File: src/rtl/pipe_stage_reg.sv
// pipe_stage_reg
//   Elastic pipeline-stage register placed between two RV32 pipeline stages.
//   Carries a data bundle and a control bundle under a valid/ready handshake,
//   with hazard stall/flush and saturating stall/flush performance counters.
//   With SKID=1 a second (skid) entry lets o_ready come from registers only.
//   With SKID=0 the stage is a single register and o_ready is combinational.
//
// Ports
//   i_clk        clock, rising edge
//   i_rst_n      synchronous active-low reset
//   i_valid      upstream bundle valid
//   o_ready      stage can accept a bundle this cycle
//   i_data       upstream data bundle   [DATA_W]
//   i_ctrl       upstream control bundle [CTRL_W], all-zero is a bubble
//   i_stall      hazard stall, freezes the output side
//   i_flush      hazard clear, discards all contents
//   o_valid      output bundle valid
//   i_ready      downstream accepts
//   o_data       output data, zero when o_valid=0
//   o_ctrl       output control, zero when o_valid=0
//   o_occ        entries held (0..2)
//   o_stall_cnt  cycles with o_valid & i_stall (no flush), saturating
//   o_flush_cnt  flush cycles while occupied, saturating
module pipe_stage_reg #(
    parameter int unsigned DATA_W = 160,
    parameter int unsigned CTRL_W = 17,
    parameter int unsigned SKID   = 1,
    parameter int unsigned CNT_W  = 16
) (
    input  logic              i_clk,
    input  logic              i_rst_n,
    input  logic              i_valid,
    output logic              o_ready,
    input  logic [DATA_W-1:0] i_data,
    input  logic [CTRL_W-1:0] i_ctrl,
    input  logic              i_stall,
    input  logic              i_flush,
    output logic              o_valid,
    input  logic              i_ready,
    output logic [DATA_W-1:0] o_data,
    output logic [CTRL_W-1:0] o_ctrl,
    output logic [1:0]        o_occ,
    output logic [CNT_W-1:0]  o_stall_cnt,
    output logic [CNT_W-1:0]  o_flush_cnt
);

    typedef enum logic [1:0] {
        OCC_EMPTY = 2'd0,
        OCC_ONE   = 2'd1,
        OCC_TWO   = 2'd2
    } occ_t;

    occ_t              r_occ;
    logic [DATA_W-1:0] r_main_data;
    logic [CTRL_W-1:0] r_main_ctrl;
    logic [DATA_W-1:0] r_skid_data;
    logic [CTRL_W-1:0] r_skid_ctrl;
    logic [CNT_W-1:0]  r_stall_cnt;
    logic [CNT_W-1:0]  r_flush_cnt;

    logic w_valid;
    logic w_ready;
    logic w_acc_in;
    logic w_acc_out;

    assign w_valid   = (r_occ != OCC_EMPTY);
    assign w_acc_out = w_valid & i_ready & ~i_stall;
    assign w_acc_in  = i_valid & w_ready;

    // SKID=1 ready looks only at occupancy; SKID=0 may accept into the slot
    // being vacated this cycle, hence the combinational acc_out term.
    always_comb begin
        w_ready = 1'b0;
        if (SKID != 0) begin
            w_ready = i_rst_n & (r_occ != OCC_TWO);
        end else begin
            w_ready = i_rst_n & ((r_occ == OCC_EMPTY) | w_acc_out);
        end
    end

    always_ff @(posedge i_clk) begin
        if (!i_rst_n) begin
            r_occ       <= OCC_EMPTY;
            r_main_data <= '0;
            r_main_ctrl <= '0;
            r_skid_data <= '0;
            r_skid_ctrl <= '0;
            r_stall_cnt <= '0;
            r_flush_cnt <= '0;
        end else begin
            if (w_valid & i_stall & ~i_flush & (r_stall_cnt != '1)) begin
                r_stall_cnt <= r_stall_cnt + CNT_W'(1);
            end
            if (i_flush & w_valid & (r_flush_cnt != '1)) begin
                r_flush_cnt <= r_flush_cnt + CNT_W'(1);
            end

            if (i_flush) begin
                // Flush wins over stall and drops any same-cycle input.
                r_occ       <= OCC_EMPTY;
                r_main_data <= '0;
                r_main_ctrl <= '0;
                r_skid_data <= '0;
                r_skid_ctrl <= '0;
            end else begin
                case (r_occ)
                    OCC_EMPTY: begin
                        if (w_acc_in) begin
                            r_main_data <= i_data;
                            r_main_ctrl <= i_ctrl;
                            r_occ       <= OCC_ONE;
                        end
                    end
                    OCC_ONE: begin
                        if (w_acc_in & w_acc_out) begin
                            r_main_data <= i_data;
                            r_main_ctrl <= i_ctrl;
                        end else if (w_acc_in && (SKID != 0)) begin
                            r_skid_data <= i_data;
                            r_skid_ctrl <= i_ctrl;
                            r_occ       <= OCC_TWO;
                        end else if (w_acc_out) begin
                            // Zero the main entry so outputs read as a bubble.
                            r_main_data <= '0;
                            r_main_ctrl <= '0;
                            r_occ       <= OCC_EMPTY;
                        end
                    end
                    OCC_TWO: begin
                        if (w_acc_out) begin
                            r_main_data <= r_skid_data;
                            r_main_ctrl <= r_skid_ctrl;
                            r_skid_data <= '0;
                            r_skid_ctrl <= '0;
                            r_occ       <= OCC_ONE;
                        end
                    end
                    default: begin
                        r_occ <= OCC_EMPTY;
                    end
                endcase
            end
        end
    end

    assign o_ready     = w_ready;
    assign o_valid     = w_valid;
    assign o_data      = r_main_data;
    assign o_ctrl      = r_main_ctrl;
    assign o_occ       = r_occ;
    assign o_stall_cnt = r_stall_cnt;
    assign o_flush_cnt = r_flush_cnt;

endmodule

File: config.mk
export PLATFORM = sky130hd
export DESIGN_NAME = pipe_stage_reg
export DESIGN_NICKNAME = d
export VERILOG_FILES = /design/src/rtl/pipe_stage_reg.sv
export SDC_FILE = /design/constraint.sdc
export NUM_CORES = 1
export LEC_CHECK = 0
export ABC_AREA = 1
export BUFFER_PORTS_ARGS = -buffer_cell sky130_fd_sc_hd__buf_4
export CORE_AREA = 10 10 256 258
export DETAILED_ROUTE_END_ITERATION = 7
export DIE_AREA = 0 0 266 268
export GPL_ROUTABILITY_DRIVEN = 0
export PLACE_DENSITY = 0.56
export SETUP_SLACK_MARGIN = 0.1
export SLEW_MARGIN = 10
export SYNTH_ARGS = -nofsm -noshare
export SYNTH_HDL_FRONTEND = slang
export SYNTH_SLANG_ARGS = --single-unit
File: constraint.sdc
create_clock -name i_clk -period 5.85 [get_ports i_clk]
set_input_delay 0.2925 -clock i_clk [delete_from_list [all_inputs] [get_ports i_clk]]
set_output_delay 0.2925 -clock i_clk [all_outputs]
set_load 0.005 [all_outputs]
==> flow_metrics.py <==
metrics = {
    "clock_tree": {
        "cts_root_buf": "clkbuf_16",
        "cts_resized": 0,
        "cts_buffer_depth": 3,
        "worstSkewPairLatency_ps": 590,
        "numCtsBuffers": 47,
        "tritoncts": "done",
        "path_clk_slew_ps": 60,
        "postCtsSetupBuffers": 0,
        "cts-htree-levels": 2,
        "clock-sinks": 388,
    },
    "routing": {
        "drt_first_pass_iters": 5,
        "drtAntennaViolNets": 0,
        "routed_wl_um": 63300,
        "drc": 0,
        "viasPerCell": 4.59,
        "num_vias": 18800,
        "drtIter0Drc": 1339,
        "avgRoutedWirePerCell_um": 15.5,
    },
    "setup_path": {
        "rr_endpoint": "o_data[22]",
        "reg2reg_slack_ps": 2200,
        "reg2reg_depth": 10,
        "cp.required_ps": 6300,
        "slowest_stage": "inv_6",
        "crit_type": "register to register",
        "cp.arrival_ps": 4100,
        "end_kind": "register",
        "start_kind": "register",
        "crit_chain": "inv_1 > ha_1 > inv_6 > nand3_2 > nand2_1 > nand3_4 > buf_4 > buf_12 > a21oi_1 > a21oi_1",
        "crit_top_cell": "a21oi_1",
        "r2r-start": "o_occ[0]",
        "critPathMaxStageDelay_ps": 560,
        "cp_max_fo": 198,
    },
    "yosys": {
        "synth_compound_area_frac": 0.107,
        "syn_area_sq_um": 18000,
        "syn_nets": 3021,
        "ys_top_cells_by_area": "dfxtp_1 43%, nand2_1 21%, a21oi_1 11%",
        "synthMuxAreaShare": 0,
        "avgSynthCellArea_sq_um": 6.35,
        "synthSimpleGateAreaFrac": 0.358,
        "synth-seq-cells": 388,
        "yosys_warnings": 0,
        "synth-adder-area-share": 0.00417,
        "synth_xor_area_frac": 0.00584,
        "synth_area_leader_cell": "dfxtp_1",
        "yosysSeqAreaShare": 0.432,
        "synth_top_family_by_area": "simple AND/OR/NAND/NOR gates",
        "synth_cell_types": 25,
        "synthesis.instances": 2832,
        "synth.top_cell.area_share": 0.432,
    },
    "timing": {
        "final.setup_skew_ps": 24.1,
        "finalHoldViolCount": 0,
        "setup_viol": 0,
        "finalMaxSlewViolations": 0,
        "timing.fmax_mhz": 274,
        "period_share": 0.625,
        "period_minus_slack_ps": 3650,
        "slew_headroom": 0.165,
        "tightest_slew_ps": 1250,
        "finalSetupTns_ps": 0,
        "rsz0062_at_grt": "false",
    },
    "cells_and_area": {
        "final_common_cell": "nand2_1",
        "drive_above_1_share": 0.149,
        "layout_common_cells": "1000 x nand2_1, 413 x nor2_1, 403 x buf_4",
        "fillers": 6446,
        "area_delta_synth_final_pct": 36.4,
        "final_nets": 3461,
        "design_area_sq_um": 24500,
    },
    "hold_path": {
        "hold-path-cell-count": 3,
        "worstHoldStart": "i_rst_n",
        "hold_path_class": "primary input to register",
        "worstHoldEndpoint": "o_flush_cnt[10]",
    },
    "floorplan": {
        "start_util": 0.299,
        "boundaryPins": 396,
        "die_w_um": 266,
        "die_area_sq_um": 71300,
        "row_count": 90,
        "die_y_um": 268,
        "core_area_sq_um": 60100,
    },
    "global_route": {
        "grt_start_max_net_pins": 199,
        "antenna_found_initial": 4,
        "grt_usage": 0.170,
        "grt_pass1_vias": 17600,
        "overflow": 0,
        "grt_pass1_wl_um": 100000,
    },
    "place": {
        "hpwl_um": 38000,
        "io_buffers": 395,
        "placed_cell_area_sq_um": 21300,
    },
    "power_and_ir_drop": {
        "leakagePower_uw": 0.0114,
        "ir_drop_mv": 0.197,
        "powerDensity_nw_per_um2": 306,
    },
    "status": {
        "status": "finished, final reports clean",
    },
    "job": {
        "maxCapViolCount": 0,
    },
}
==> metrics by stage <==
stage | setup slack, ps | cells | hold slack (ps) | utilization | power, uW
final | 2200 | 4089 | 52.2 | 0.408 | 7510
after global routing | 2020 | 4087 | 34.3 | 0.408 | 7980
after CTS | 2350 | 4086 | 12.2 | 0.408 | 7620
after detailed placement | 2370 | 3828 | 471 | 0.355 | 4680
after global placement | 2420 | 3828 | 462 | 0.355 | 4690
after floorplan | 3960 | 2832 | 435 | - | 4080
==> worst max path at each step <==
stage	start	end	slack (ps)	depth (start not counted)
finish	o_occ[0]	o_data[22]	2200	10
global route	o_occ[0]	o_data[20]	2020	10
CTS	o_occ[0]	o_data[20]	2350	10
detailed placement	o_occ[0]	r_skid_data[37]	2370	11
global placement	o_occ[0]	r_skid_data[37]	2420	11
floorplan	o_occ[0]	r_skid_data[129]	3960	12
==> cell families after synthesis <==
family | after synthesis
AOI/OAI and AO/OA | 384
buffers and inverters | 407
adders and majority gates | 6
xor gates and xnor gates | 12
and+or+nand+nor | 1635
DFF | 388
==> routing by layer <==
metal,up-vias,track usage,share of wire
li1,9695,-,-
met3,87,0.0403,0.065
met4,4,0.0428,0.021
met1,8510,0.230,0.46
met2,482,0.269,0.45
met5,-,0,0.00041
==> where the power goes <==
part | switching [uW] | internal [uW]
logic | 1080 | 705
registers | 107 | 2830
clock network | 1180 | 1610
total | 2370 | 5140
==> registers in the layout, indices dropped and copies added, names as in the netlist <==
signal and count:
o_stall_cnt 16, o_flush_cnt 16, o_data 160, r_skid_ctrl 17, o_occ 2, r_skid_data 160, o_ctrl 17
==> synthesized netlist by cell type <==
library cell,n
nor2_1,414
nand4_1,10
nor2_2,2
nand3_2,1
a21oi_2,1
buf_4,20
inv_2,3
o21ai_0,3
buf_1,20
dfxtp_1,388
inv_1,206
buf_2,61
nor3_1,4
clkinv_1,1
o21ai_2,1
nand3_1,202
nand2_2,1
o21ai_1,1
clkbuf_1,96
xor2_1,8
nor3_2,1
xnor2_1,4
nand2_1,1000
a21oi_1,378
ha_1,6
==> timing repair <==
item	in CTS	in global routing
hold buffers	177	0
endpoints found under the hold margin	177	0
endpoints found under the setup margin	0	0
==> critical path: cells and delay by family, from the launching register on <==
kind / cells / cell delay, ps
AO/OA/AOI/OAI: 2 / 510
adder cells (fa/ha/maj): 1 / 300
buffers and inverters: 4 / 1340
flip-flops: 1 / 410
AND/OR/NAND/NOR: 3 / 500
==> area by class of cell <==
type | count | area, sq um | share of cell area
well taps | 782 | 978 | 0.0399
inverters | 210 | 803 | 0.0327
flip-flops and latches | 388 | 7770 | 0.316
repair buffers | 588 | 4960 | 0.202
diodes | 3 | 7.51 | 0.000306
clock buffers | 71 | 1370 | 0.0557
clock inverters | 10 | 71.3 | 0.00291
multi-input cells | 2037 | 8600 | 0.350
Power figures use the tool's default switching activity.
